$ cat src/rtl/alarm_pkg.sv
// alarm_pkg
//   Shared definitions for the alarm beep controller: the FSM state
//   encoding, default cadence timing constants and a small helper used
//   to size the shared duration counter.
//   Ports: none (package).
package alarm_pkg;

    typedef enum logic [2:0] {
        IDLE,
        BEEP_ON,
        BEEP_OFF,
        GAP,
        SNOOZE
    } alarm_state_t;

    localparam int DEF_TICK_DIV     = 50000;
    localparam int DEF_ON_TICKS     = 200;
    localparam int DEF_OFF_TICKS    = 100;
    localparam int DEF_BURSTS       = 3;
    localparam int DEF_GAP_TICKS    = 1000;
    localparam int DEF_RING_TICKS   = 60000;
    localparam int DEF_SNOOZE_TICKS = 300000;
    localparam int DEF_MAX_SNOOZE   = 3;

    function automatic int max_int(input int a, input int b);
        return (a > b) ? a : b;
    endfunction

endpackage

$ cat src/rtl/alarm_beep_ctrl_tick_gen.sv
// tick_gen
//   Tick prescaler for the alarm beep controller. Counts clk cycles and
//   emits a one-cycle tick when the count reaches TICK_DIV-1. A sync
//   clear restarts the count at 0 so every state begins on a tick boundary.
//   Ports:
//     clk   in  system clock
//     rstn  in  asynchronous active-low reset
//     clear in  synchronous restart of the prescaler
//     tick  out one-cycle pulse every TICK_DIV cycles
module tick_gen #(
    parameter int TICK_DIV = 50000
) (
    input  logic clk,
    input  logic rstn,
    input  logic clear,
    output logic tick
);

    localparam int CNT_W = (TICK_DIV > 1) ? $clog2(TICK_DIV) : 1;

    logic [CNT_W-1:0] count;

    assign tick = (count == CNT_W'(TICK_DIV - 1));

    always_ff @(posedge clk or negedge rstn) begin
        if (!rstn) begin
            count <= '0;
        end else if (clear || tick) begin
            count <= '0;
        end else begin
            count <= count + 1'b1;
        end
    end

endmodule

$ cat src/rtl/alarm_beep_ctrl.sv
// alarm_beep_ctrl
//   Turns the alarm-match event into the beep cadence for the sound
//   player: BURSTS beeps (ON/OFF), a GAP, repeat, until stop or until the
//   ring timer expires. Optional snooze, built when ALARM_SNOOZE_EN is
//   defined; without it the snooze input is ignored and snoozed is 0.
//   Ports:
//     clk       in  system clock
//     rstn      in  asynchronous active-low reset
//     alarm_hit in  alarm time matched
//     stop      in  silence the alarm (highest priority)
//     snooze    in  snooze request, rising-edge detected
//     aud_en    out 1 = play tone (BEEP_ON)
//     ringing   out in BEEP_ON / BEEP_OFF / GAP
//     snoozed   out in SNOOZE
//     timeout   out one-cycle pulse when the ring timer expires
module alarm_beep_ctrl
    import alarm_pkg::*;
#(
    parameter int TICK_DIV     = DEF_TICK_DIV,
    parameter int ON_TICKS     = DEF_ON_TICKS,
    parameter int OFF_TICKS    = DEF_OFF_TICKS,
    parameter int BURSTS       = DEF_BURSTS,
    parameter int GAP_TICKS    = DEF_GAP_TICKS,
    parameter int RING_TICKS   = DEF_RING_TICKS,
    parameter int SNOOZE_TICKS = DEF_SNOOZE_TICKS,
    parameter int MAX_SNOOZE   = DEF_MAX_SNOOZE
) (
    input  logic clk,
    input  logic rstn,
    input  logic alarm_hit,
    input  logic stop,
    input  logic snooze,
    output logic aud_en,
    output logic ringing,
    output logic snoozed,
    output logic timeout
);

`ifdef ALARM_SNOOZE_EN
    localparam int DUR_MAX = max_int(max_int(ON_TICKS, OFF_TICKS),
                                     max_int(GAP_TICKS, SNOOZE_TICKS));
    localparam int SNZ_W   = (MAX_SNOOZE > 0) ? $clog2(MAX_SNOOZE + 1) : 1;
`else
    localparam int DUR_MAX = max_int(max_int(ON_TICKS, OFF_TICKS), GAP_TICKS);
`endif
    localparam int DUR_W   = $clog2(DUR_MAX + 1);
    localparam int BURST_W = $clog2(BURSTS + 1);
    localparam int RING_W  = $clog2(RING_TICKS + 1);

    alarm_state_t       state, state_next;
    logic               tick;
    logic               state_change;
    logic               ring_state;
    logic               ring_expire;
    logic               dur_done;
    logic               snooze_take;
    logic [DUR_W-1:0]   dur_cnt;
    logic [DUR_W-1:0]   dur_last;
    logic [BURST_W-1:0] burst_cnt;
    logic [RING_W-1:0]  ring_cnt;

    assign state_change = (state_next != state);

    // Restarting the prescaler on every state change keeps each state an
    // exact multiple of TICK_DIV cycles.
    tick_gen #(
        .TICK_DIV(TICK_DIV)
    ) u_tick_gen (
        .clk  (clk),
        .rstn (rstn),
        .clear(state_change),
        .tick (tick)
    );

    assign ring_state  = (state == BEEP_ON) || (state == BEEP_OFF) || (state == GAP);
    assign ring_expire = ring_state && tick && (ring_cnt == RING_W'(RING_TICKS - 1));

`ifdef ALARM_SNOOZE_EN
    logic             snooze_d;
    logic [SNZ_W-1:0] snooze_cnt;

    assign snooze_take = ring_state && snooze && !snooze_d
                         && (snooze_cnt < SNZ_W'(MAX_SNOOZE));
    assign snoozed     = (state == SNOOZE);

    // Snooze count survives stop; only a fresh alarm from IDLE clears it.
    always_ff @(posedge clk or negedge rstn) begin
        if (!rstn) begin
            snooze_d   <= 1'b0;
            snooze_cnt <= '0;
        end else begin
            snooze_d <= snooze;
            if (state == IDLE && state_next == BEEP_ON) begin
                snooze_cnt <= '0;
            end else if (state != SNOOZE && state_next == SNOOZE) begin
                snooze_cnt <= snooze_cnt + 1'b1;
            end
        end
    end
`else
    // Snooze input and its settings are deliberately dropped in this build.
    logic unused_snooze;
    assign unused_snooze = snooze ^ (SNOOZE_TICKS == 0) ^ (MAX_SNOOZE == 0);
    assign snooze_take   = 1'b0;
    assign snoozed       = 1'b0;
`endif

    assign aud_en  = (state == BEEP_ON);
    assign ringing = ring_state;

    // Last tick index of the current state; the state ends on that tick.
    always_comb begin
        dur_last = '0;
        case (state)
            BEEP_ON:  dur_last = DUR_W'(ON_TICKS - 1);
            BEEP_OFF: dur_last = DUR_W'(OFF_TICKS - 1);
            GAP:      dur_last = DUR_W'(GAP_TICKS - 1);
`ifdef ALARM_SNOOZE_EN
            SNOOZE:   dur_last = DUR_W'(SNOOZE_TICKS - 1);
`endif
            default:  dur_last = '0;
        endcase
    end

    assign dur_done = tick && (dur_cnt == dur_last);

    // Priority in ringing states: stop > timeout > snooze > cadence.
    always_comb begin
        state_next = state;
        if (stop) begin
            state_next = IDLE;
        end else begin
            case (state)
                IDLE: begin
                    if (alarm_hit) state_next = BEEP_ON;
                end
                BEEP_ON, BEEP_OFF, GAP: begin
                    if (ring_expire) begin
                        state_next = IDLE;
                    end else if (snooze_take) begin
                        state_next = SNOOZE;
                    end else if (dur_done) begin
                        case (state)
                            BEEP_ON:  state_next = BEEP_OFF;
                            BEEP_OFF: state_next = (burst_cnt < BURST_W'(BURSTS)) ? BEEP_ON : GAP;
                            default:  state_next = BEEP_ON;
                        endcase
                    end
                end
`ifdef ALARM_SNOOZE_EN
                SNOOZE: begin
                    if (dur_done) state_next = BEEP_ON;
                end
`endif
                default: state_next = IDLE;
            endcase
        end
    end

    always_ff @(posedge clk or negedge rstn) begin
        if (!rstn) begin
            state <= IDLE;
        end else begin
            state <= state_next;
        end
    end

    // Burst count advances as each beep ends; ring timer and burst count
    // restart whenever ringing (re)starts from IDLE or SNOOZE.
    always_ff @(posedge clk or negedge rstn) begin
        if (!rstn) begin
            dur_cnt   <= '0;
            burst_cnt <= '0;
            ring_cnt  <= '0;
            timeout   <= 1'b0;
        end else begin
            timeout <= ring_expire && !stop;

            if (state_change) begin
                dur_cnt <= '0;
            end else if (tick && state != IDLE && dur_cnt != DUR_W'(DUR_MAX)) begin
                dur_cnt <= dur_cnt + 1'b1;
            end

            if (state_next == GAP ||
                (state_next == BEEP_ON && (state == IDLE || state == SNOOZE))) begin
                burst_cnt <= '0;
            end else if (state == BEEP_ON && state_next == BEEP_OFF &&
                         burst_cnt != BURST_W'(BURSTS)) begin
                burst_cnt <= burst_cnt + 1'b1;
            end

            if (state_next == BEEP_ON && (state == IDLE || state == SNOOZE)) begin
                ring_cnt <= '0;
            end else if (ring_state && tick && ring_cnt != RING_W'(RING_TICKS)) begin
                ring_cnt <= ring_cnt + 1'b1;
            end
        end
    end

endmodule

$ cat config.mk
export PLATFORM = sky130hd
export DESIGN_NAME = alarm_beep_ctrl
export DESIGN_NICKNAME = d
export VERILOG_FILES = /design/src/rtl/alarm_pkg.sv /design/src/rtl/alarm_beep_ctrl_tick_gen.sv /design/src/rtl/alarm_beep_ctrl.sv
export SDC_FILE = /design/constraint.sdc
export NUM_CORES = 1
export LEC_CHECK = 0
export CAP_MARGIN = 20
export CELL_PAD_IN_SITES_DETAIL_PLACEMENT = 1
export CELL_PAD_IN_SITES_GLOBAL_PLACEMENT = 1
export CORE_AREA = 2 2 61 107
export CTS_CLUSTER_SIZE = 28
export DETAILED_ROUTE_END_ITERATION = 10
export DIE_AREA = 0 0 63 109
export GPL_TIMING_DRIVEN = 0
export PLACE_DENSITY_LB_ADDON = 0.1
export SETUP_SLACK_MARGIN = 0.5
export SYNTH_ARGS = -nofsm -noshare
export SYNTH_HDL_FRONTEND = slang
export SYNTH_HIERARCHICAL = 1
export SYNTH_SLANG_ARGS = --single-unit
$ cat constraint.sdc
create_clock -name clk -period 3.6 [get_ports clk]
set_input_delay 0.72 -clock clk [delete_from_list [all_inputs] [get_ports clk]]
set_output_delay 0.72 -clock clk [all_outputs]
set_load 0.02 [all_outputs]
==> out/qor.yml, run 1 <==
synthesis:
  synth_largest_area_cell: "dfrtp_1"
  ys.flop_type: "dfrtp_1"
  synth_cell_types: 53
  synth_cells: 287
  ys_warn_count: 6
  synth_area_leaders: "dfrtp_1 43%, xnor2_1 6.6%, nor2_1 6.0%"
  ys_seq_elements: 48
  synth_top_family_by_area: "simple AND/OR/NAND/NOR gates"
  synth_top_area_frac: 0.428
  avgSynthCellArea_um2: 9.78
  async_flop_share: 1.00
  synth-compound-area-share: 0.0562
  netlist_area_um2: 2810
  synth_adder_area_share: 0.0267
  yosys.area_share.xor_xnor: 0.122
  synthMuxAreaShare: 0.0192
  yosysSeqAreaShare: 0.428
  synthTopCellsByCount: "48 x dfrtp_1, 45 x nor2_1, 21 x xnor2_1"
  yosysMostFrequentCell: "dfrtp_1"
  synth-edff-count: 0
  synth-simple-area-share: 0.296
timing:
  tightest_slew_ps: 905
  fin_crit_sh: 0.883
  grt_setup_unrepaired: "true"
  finalHoldViolCount: 0
  max_clock_freq_mhz: 315
  setup_violations: 0
  slew_headroom: 0.392
  drv_slew: 0
  clock_skew_ps: 6.68
  fin_crit_ps: 3180
finish:
  fin_nets: 324
  synthToLayoutAreaGrowth_pct: 19.9
  drive_above_1_share: 0.242
  final_area_um2: 3370
  diodes: 0
  final_util: 0.557
clock_network:
  clk_pin_slew_ps: 90
  clk_path_buf_depth: 2
  cts-root-buf: "clkbuf_8"
  cts_tree: "done"
  cts-buffers-inserted: 5
  htreeDepth: 2
  clock-sinks: 48
  ctsHoldBuffers: 0
  insertion_delay_ps: 310
grt:
  grt_pass1_vias: 2381
  groute.usage.overall: 0.208
  grt_pass1_wl_um: 11100
  grt_max_degree: 31
  globalRoute.totalOverflow: 0
  antenna_found_initial: 0
setup_path:
  crit_chain: "or4b_4 > nor4_4 > buf_4 > nand3_4 > o21ai_4 > nor3_4 > nor3_2 > o221ai_2 > or2_4 > or2_1 > buf_6 > buf_12 > nor2_1"
  worst-setup-path-type: "flip-flop to flip-flop"
  endpoint_kind: "flip-flop"
  r2r_slack_ps: 420
  worstReg2RegEnd: "u_tick_gen/count[4]$_DFF_PN0_"
  r2r-start: "u_tick_gen/count[5]$_DFF_PN0_"
  slowest_delay_ps: 560
  cp-start-kind: "flip-flop"
  reg2reg_depth: 13
  worst_ep_arrival_time_ps: 3420
  crit_slowest_cell: "or4b_4"
  path_max_fanout: 5
  worstPathRequired_ps: 3840
place:
  place_congestion: 0.839
  io_buffers: 6
  hpwl_um: 4540
  placed_area_um2: 2990
power_and_ir_drop:
  ir_drop_mv: 0.204
  seq_power_share: 0.556
  combPwrFrac: 0.089
  power.density_nw_per_um2: 293
  p_switching_mw: 0.254
  p_leak_nw: 1.43
  power.internal_mw: 0.733
  swShare: 0.257
  clkPwrFrac: 0.356
min_path:
  hold_path.class: "input port to asynchronous set/reset pin"
floorplan:
  core_area_um2: 6040
  dieArea_um2: 6870
  fp.dieW_um: 63
  die_h_um: 109
  start_util: 0.465
  io_pins: 9
  rows: 38
detailed_routing:
  drtIter0Drc: 59
  antenna_left: 0
  vias: 2152
  routed_via_density: 5.46
  drc_errors: 0
  wl_per_cell_um: 17.1
  drtPass1Iterations: 4
  drt-total-wl_um: 6740
outcome:
  status: "completed"
job:
  maxCapViolCount: 0
==> routing by layer <==
metal | part of all wire | wire length, um | vias up | global-route usage
met5 | 0 | 0 | - | 0
met4 | 0.014 | 93 | 0 | 0.0746
met3 | 0.017 | 112 | 6 | 0.0351
met2 | 0.60 | 4060 | 14 | 0.418
met1 | 0.37 | 2480 | 1101 | 0.211
li1 | - | - | 1031 | -
==> cell usage in the layout (no fill, tap or decap), types with 2 or more instances in the layout <==
master,Yosys,final
dfrtp_1,48,46
nor2_1,45,31
xnor2_1,21,21
xor2_1,18,18
nand2_1,17,17
inv_1,15,15
nor2_4,0,13
buf_4,2,11
nor3_2,11,11
nand3_1,13,11
nand4_1,11,11
and3_1,10,10
nor3_1,9,8
ha_1,6,6
clkbuf_8,0,6
clkdlybuf4s50_1,0,5
buf_6,5,4
mux2i_1,4,4
o21ai_0,4,4
nor4_1,4,4
clkbuf_1,3,3
nand4b_1,3,3
buf_12,0,3
or2_1,2,2
and4bb_2,2,2
buf_2,1,2
conb_1,1,2
clkinv_2,0,2
or4b_4,0,2
dfrtp_2,0,2
==> worst max-delay path by stage <==
stage,cells past startpoint,start,end,slack [ps]
after detailed placement,13,u_tick_gen/count[0]$_DFF_PN0_,u_tick_gen/count[13]$_DFF_PN0_,-200
final,13,u_tick_gen/count[5]$_DFF_PN0_,u_tick_gen/count[4]$_DFF_PN0_,420
after global placement,13,u_tick_gen/count[0]$_DFF_PN0_,u_tick_gen/count[12]$_DFF_PN0_,-110
after floorplan,12,u_tick_gen/count[4]$_DFF_PN0_,u_tick_gen/count[12]$_DFF_PN0_,500
after global routing,13,u_tick_gen/count[5]$_DFF_PN0_,u_tick_gen/count[4]$_DFF_PN0_,330
after CTS,13,u_tick_gen/count[12]$_DFF_PN0_,u_tick_gen/count[14]$_DFF_PN0_,510
==> critical path, delay by kind of cell, from the launching register on <==
family / cells / cell delay (ps)
flops: 1 / 440
compound gates: 2 / 360
simple gates: 8 / 1850
buf+inv: 3 / 450
==> per-stage QoR <==
step	cells	worst slack, ps	total power [mW]	hold WS (ps)	setup TNS (ps)
finish	394	422	0.987	346	0
global route	394	328	1.02	379	0
CTS	388	508	0.976	363	0
detailed placement	375	-203	0.624	476	-2100
global placement	374	-110	0.621	465	-1020
floorplan	288	503	0.595	424	0
==> power groups by stage <==
stage               sequential, mW  combinational [mW]  clock [mW]
finish                       0.548              0.0876       0.351
global route                 0.549              0.0953       0.373
CTS                          0.547              0.0679       0.360
detailed placement           0.558              0.0664           0
global placement             0.558              0.0633           0
floorplan                    0.557              0.0380           0
==> timing repair <==
item                                    in CTS  in global routing
gates resized for setup                      8                 34
setup buffers                                5                  5
pin swaps                                    4                 19
endpoints found under the setup margin      27                 13
gates cloned                                 0                  1
==> logic make-up (layout without fill, tap and decap cells) <==
| group | Yosys count | after routing |
|---|---|---|
| AND/OR/NAND/NOR | 143 | 143 |
| XOR/XNOR | 39 | 39 |
| adder cells (fa/ha/maj) | 6 | 6 |
| flip-flops | 48 | 48 |
| other | 1 | 2 |
| AO/OA/AOI/OAI | 19 | 19 |
| buffers and inverters | 26 | 52 |
| multiplexers | 5 | 5 |
==> sequential cells by signal, indices dropped and copies added (netlist names) <==
name	count
dur_cnt	10
timeout	1
burst_cnt	2
u_tick_gen/count	16
ring_cnt	16
state	3
==> cell type report <==
type	instances	area, um^2
fill	685	2670
clock inverter	2	10.0
clock buffer	6	82.6
multi-input combinational	214	1630
sequential	48	1200
buffer	11	96.3
inverter	15	56.3
tap	80	100
timing repair buffer	18	188
Power figures use the tool's default switching activity.
==> inputs of run 2 (changes only) <==
--- a/config.mk
+++ b/config.mk
@@ -8,10 +8,10 @@
 export CAP_MARGIN = 20
 export CELL_PAD_IN_SITES_DETAIL_PLACEMENT = 1
 export CELL_PAD_IN_SITES_GLOBAL_PLACEMENT = 1
-export CORE_AREA = 2 2 61 107
+export CORE_AREA = 2 2 80 82
 export CTS_CLUSTER_SIZE = 28
 export DETAILED_ROUTE_END_ITERATION = 10
-export DIE_AREA = 0 0 63 109
+export DIE_AREA = 0 0 82 84
 export GPL_TIMING_DRIVEN = 0
 export PLACE_DENSITY_LB_ADDON = 0.1
 export SETUP_SLACK_MARGIN = 0.5
==> run 2 against run 1 <==
Utilization fell by 0.94 points. Critical endpoint is now u_tick_gen/count[9]$_DFF_PN0_. Critical path type unchanged. Critical path depth fell by 1. Sequential share of layout area rose by 0.27 points. Global-route usage fell by 0.34 points. Largest cell class unchanged. Worst hold slack got worse by 14 ps. Largest power group unchanged. Total power rose by 4.0%.
==> out/qor.yml, run 2 (synthesized netlist as in run 1, its figures left out) <==
setup_path:
  endpoint_kind: "flip-flop"
  worstPathRequired_ps: 3850
  reg2reg_depth: 12
  r2r_slack_ps: 530
  r2r-start: "u_tick_gen/count[11]$_DFF_PN0_"
  worstReg2RegEnd: "u_tick_gen/count[9]$_DFF_PN0_"
  path_max_fanout: 7
  worst-setup-path-type: "flip-flop to flip-flop"
  worst_ep_arrival_time_ps: 3320
  cp-start-kind: "flip-flop"
finish:
  drive_above_1_share: 0.239
  fin_nets: 328
  regArea_um2: 1200
  final_common_cell: "dfrtp_1"
  multi_input_comb_area_um2: 1570
  diodes: 0
  fin_cells: 395
  layout_common_cells: "46 x dfrtp_1, 35 x nor2_1, 21 x xnor2_1"
  num-fill-cells: 689
  final_util: 0.548
  top_regs: "ring_cnt: 16 flops, u_tick_gen/count: 16 flops, dur_cnt: 10 flops"
  synthToLayoutAreaGrowth_pct: 19.0
timing:
  setup_violations: 0
  holdWs_ps: 331
  finalHoldViolCount: 0
  grt_setup_unrepaired: "true"
  tightest_slew_ps: 1020
  slew_headroom: 0.313
  clock_skew_ps: 7.90
  fin_crit_sh: 0.852
  drv_slew: 0
  fin_crit_ps: 3070
  timing.final.ws_setup_ps: 534
  max_clock_freq_mhz: 326
power_and_ir_drop:
  combPwrFrac: 0.077
  swShare: 0.239
  p_leak_nw: 1.45
  clkPwrFrac: 0.390
  ir_drop_mv: 0.155
  seq_power_share: 0.533
  power.density_nw_per_um2: 307
  power.internal_mw: 0.781
  p_switching_mw: 0.245
clock_network:
  cts-root-buf: "clkbuf_8"
  clk_path_buf_depth: 2
  cts_tree: "done"
  cts-buffers-inserted: 5
  clock-sinks: 48
  insertion_delay_ps: 310
  htreeDepth: 2
  clk_pin_slew_ps: 100
detailed_routing:
  antenna_left: 0
  drtPass1Iterations: 4
  vias: 2164
  drtIter0Drc: 78
  wl_per_cell_um: 16.1
  routed_via_density: 5.48
  drt-total-wl_um: 6380
  drc_errors: 0
place:
  hpwl_um: 4180
  dp.cells: 372
  io_buffers: 6
  pre_cts_ws_ps: -94.7
  place_congestion: 0.843
floorplan:
  die_h_um: 84
  io_pins: 9
  core_area_um2: 6100
  start_util: 0.460
  dieArea_um2: 6890
  fp.dieW_um: 82
  rows: 29
job:
  maxCapViolCount: 0
grt:
  globalRoute.totalOverflow: 0
  grt_max_degree: 34
  groute.usage.overall: 0.205
  grt_pass1_vias: 2235
  grt_pass1_wl_um: 10900
  antenna_found_initial: 0
min_path:
  hold_path.class: "input port to asynchronous set/reset pin"
outcome:
  status: "completed"
## run 2: cell count changes in the layout (fill, tap and decap cells not counted), sizes merged
cell / delta
clkinv: -1
bufinv: +1
buf: +4
clkbuf: -1
clkinvlp: +1
## run 2: timing repair
item | 4_1_cts | 5_1_grt
gates resized for setup | 7 | 22
setup endpoints to repair | 29 | 15
hold buffers | 0 | 0
pin swaps | 3 | 14
cloned | 0 | 1
buffers inserted | 2 | 12
## run 2: routing by layer
layer	global-route usage	wire, um	up-vias
met5	0	0	-
met4	0.0500	68	0
met3	0.0422	101	5
met2	0.332	3330	11
met1	0.279	2880	1105
li1	-	-	1043
## run 2: cell type report
| type | count | share of cell area |
|---|---|---|
| flip-flops and latches | 48 | 0.360 |
| well taps | 77 | 0.0288 |
| inverters | 15 | 0.0169 |
| clock buffers | 5 | 0.0206 |
| multi-input cells | 214 | 0.470 |
| repair buffers | 22 | 0.0614 |
| clock inverters | 3 | 0.0127 |
| plain buffers | 11 | 0.0288 |
## run 2: stage by stage
| stage | cell area, um^2 | total power, mW | setup TNS [ps] |
|---|---|---|---|
| after floorplan | 2810 | 0.595 | 0 |
| after global placement | 2970 | 0.620 | 0 |
| after detailed placement | 2980 | 0.623 | -792 |
| after CTS | 3150 | 1.02 | 0 |
| after global routing | 3340 | 1.06 | 0 |
| final | 3340 | 1.03 | 0 |
## run 2: critical path, cell delays in order (launching register included)
cell       delay [ps]
dfrtp_2           450
or4b_4            560
nor4_4            370
nand3_2           160
o21ai_4           220
nor3_4             60
nor3_2            190
o221ai_2          140
or2_4             260
or2_1             220
buf_6             140
clkbuf_16         160
nor2_4             70
## run 2: worst max-delay path by stage
| stage | start | endpoint | slack [ps] | cells after the start |
|---|---|---|---|---|
| 2_1_floorplan | u_tick_gen/count[4]$_DFF_PN0_ | u_tick_gen/count[12]$_DFF_PN0_ | 500 | 12 |
| 3_3_place_gp | u_tick_gen/count[0]$_DFF_PN0_ | u_tick_gen/count[9]$_DFF_PN0_ | 10 | 13 |
| 3_5_place_dp | u_tick_gen/count[0]$_DFF_PN0_ | u_tick_gen/count[12]$_DFF_PN0_ | -90 | 13 |
| 4_1_cts | u_tick_gen/count[10]$_DFF_PN0_ | u_tick_gen/count[9]$_DFF_PN0_ | 500 | 12 |
| 5_1_grt | u_tick_gen/count[11]$_DFF_PN0_ | u_tick_gen/count[9]$_DFF_PN0_ | 390 | 12 |
| 6_report | u_tick_gen/count[11]$_DFF_PN0_ | u_tick_gen/count[9]$_DFF_PN0_ | 530 | 12 |
## run 2: power groups by stage
stage | clock (mW) | combinational [mW] | sequential [mW]
2_1_floorplan | 0 | 0.0380 | 0.557
3_3_place_gp | 0 | 0.0620 | 0.558
3_5_place_dp | 0 | 0.0654 | 0.558
4_1_cts | 0.410 | 0.0666 | 0.547
5_1_grt | 0.430 | 0.0865 | 0.548
6_report | 0.400 | 0.0786 | 0.547
==> inputs of run 3 (changes only) <==
--- a/config.mk
+++ b/config.mk
@@ -13,7 +13,7 @@
 export DETAILED_ROUTE_END_ITERATION = 10
 export DIE_AREA = 0 0 82 84
 export GPL_TIMING_DRIVEN = 0
-export PLACE_DENSITY_LB_ADDON = 0.1
+export PLACE_DENSITY_LB_ADDON = 0.12
 export SETUP_SLACK_MARGIN = 0.5
 export SYNTH_ARGS = -nofsm -noshare
 export SYNTH_HDL_FRONTEND = slang
==> run 3 against run 2 <==
Clock-buffer cell count stayed put. Sequential share of layout area about the same. Critical endpoint is now u_tick_gen/count[11]$_DFF_PN0_. Utilization hardly changed. Die area unchanged. Combinational power down 6.4%. Wire length shrank 2.4%. Final cell count grew 0.25%. Register-to-register slack hardly changed.
==> out/qor.yml, run 3 (synthesized netlist as in run 1, its figures left out) <==
floorplan:
  rows: 29
  io_pins: 9
  core_area_um2: 6100
  die_h_um: 84
  start_util: 0.460
  fp.dieW_um: 82
  dieArea_um2: 6890
finish:
  fin_nets: 329
  synthToLayoutAreaGrowth_pct: 18.9
  drive_above_1_share: 0.235
  diodes: 0
  fin_cells: 396
  final_util: 0.548
  layout_common_cells: "47 x dfrtp_1, 36 x nor2_1, 21 x xnor2_1"
  top_regs: "ring_cnt: 16 flops, u_tick_gen/count: 16 flops, dur_cnt: 10 flops"
  final_common_cell: "dfrtp_1"
  final_area_um2: 3340
place:
  dp.cells: 372
  io_buffers: 6
  placed_area_um2: 2980
  hpwl_um: 4170
  place_congestion: 0.825
grt:
  grt_pass1_wl_um: 10400
  groute.usage.overall: 0.194
  grt_pass1_vias: 2164
  globalRoute.totalOverflow: 0
  antenna_found_initial: 0
  grt_max_degree: 36
setup_path:
  worst-setup-path-type: "flip-flop to flip-flop"
  crit_slowest_cell: "or4b_4"
  crit_chain: "or4b_4 > nor4_4 > buf_4 > buf_4 > nand4_4 > nor3_4 > nor3_2 > o221ai_2 > or2_4 > or2_1 > buf_6 > buf_12 > nor2_1"
  slowest_delay_ps: 540
  cp-start-kind: "flip-flop"
  path_buf_inv: 4
  cpMostUsedCell: "buf_4"
  worstPathRequired_ps: 3800
  path_max_fanout: 10
  endpoint_kind: "flip-flop"
  worst_ep_arrival_time_ps: 3250
  critPathTopFamily: "simple AND/OR/NAND/NOR gates"
  r2r-start: "u_tick_gen/count[5]$_DFF_PN0_"
  cp-startpoint: "u_tick_gen/count[5]$_DFF_PN0_"
timing:
  holdWs_ps: 301
  setup_violations: 0
  fin_crit_ps: 3050
  finalHoldViolCount: 0
  grt_setup_unrepaired: "true"
  max_clock_freq_mhz: 328
  clock_skew_ps: 14.0
  fin_crit_sh: 0.848
  drv_slew: 0
  tns_ps: 0
  tightest_slew_ps: 1040
  slew_headroom: 0.299
detailed_routing:
  drtIter0Drc: 53
  drtPass1Iterations: 4
  wl_per_cell_um: 15.7
  vias: 2173
  drt-total-wl_um: 6220
  antenna_left: 0
  drc_errors: 0
  routed_via_density: 5.49
job:
  maxCapViolCount: 0
clock_network:
  cts-root-buf: "clkbuf_8"
  clock-sinks: 48
  clk_pin_slew_ps: 100
  htreeDepth: 2
  ctsHoldBuffers: 0
  cts_tree: "done"
  clk_path_buf_depth: 2
  insertion_delay_ps: 310
  cts-buffers-inserted: 5
min_path:
  hold_path.class: "input port to asynchronous set/reset pin"
power_and_ir_drop:
  ir_drop_mv: 0.204
  power.density_nw_per_um2: 328
  p_leak_nw: 1.47
outcome:
  status: "completed"
==> run 3: worst paths after layout <==
| path | to | slack, ps | cells past startpoint |
|---|---|---|---|
| worst max-delay path | u_tick_gen/count[11]$_DFF_PN0_ | 550 | 13 |
| worst min-delay path | u_tick_gen/count[14]$_DFF_PN0_ | 300 | 1 |
| worst max register to register | u_tick_gen/count[11]$_DFF_PN0_ | 550 | 13 |
| worst min register to register | burst_cnt[0]$_DFFE_PN0P_ | 480 | 1 |
| max in group asynchronous | ring_cnt[2]$_DFFE_PN0P_ | 2780 | 2 |
| min in group clk | burst_cnt[0]$_DFFE_PN0P_ | 480 | 1 |
==> run 3: layout make-up <==
cell class                 count  area [um^2]
inverter                      15         56.3
sequential                    48         1200
tap                           77         96.3
clock inverter                 3         68.8
multi-input combinational    214         1550
buffer                        11         96.3
timing repair buffer          23          195
fill                         683         2760
clock buffer                   5         68.8
==> run 3: layer usage <==
metal  global-route usage  up-vias  routed length (um)
li1                     -     1044                   -
met5                    0        -                   0
met3               0.0368        7                  88
met1                0.260     1108                2780
met4               0.0561        0                  77
met2                0.317       14                3280
==> run 3: repair_timing <==
item,4_1_cts,5_1_grt
gates resized for setup,8,16
setup buffers,2,14
endpoints found under the setup margin,16,10
pin swaps,3,7
==> run 3: worst reg2reg max path, stage by stage, from the launching register on <==
cell,delay (ps)
dfrtp_1,430
or4b_4,540
nor4_4,380
buf_4,170
buf_4,130
nand4_4,150
nor3_4,220
nor3_2,80
o221ai_2,270
or2_4,160
or2_1,100
buf_6,120
buf_12,140
nor2_1,50
==> run 3: power by group <==
group,switching (mW),leakage [nW],internal [mW]
clock network,0.195,0.0687,0.280
registers,0.00419,0.664,0.543
logic,0.0442,0.733,0.0294
total,0.243,1.47,0.853
==> run 3: metrics by stage <==
stage,total power [mW],worst slack (ps)
after floorplan,0.595,503
after global placement,0.621,17.4
after detailed placement,0.624,-29.5
after CTS,1.10,533
after global routing,1.14,431
final,1.10,549
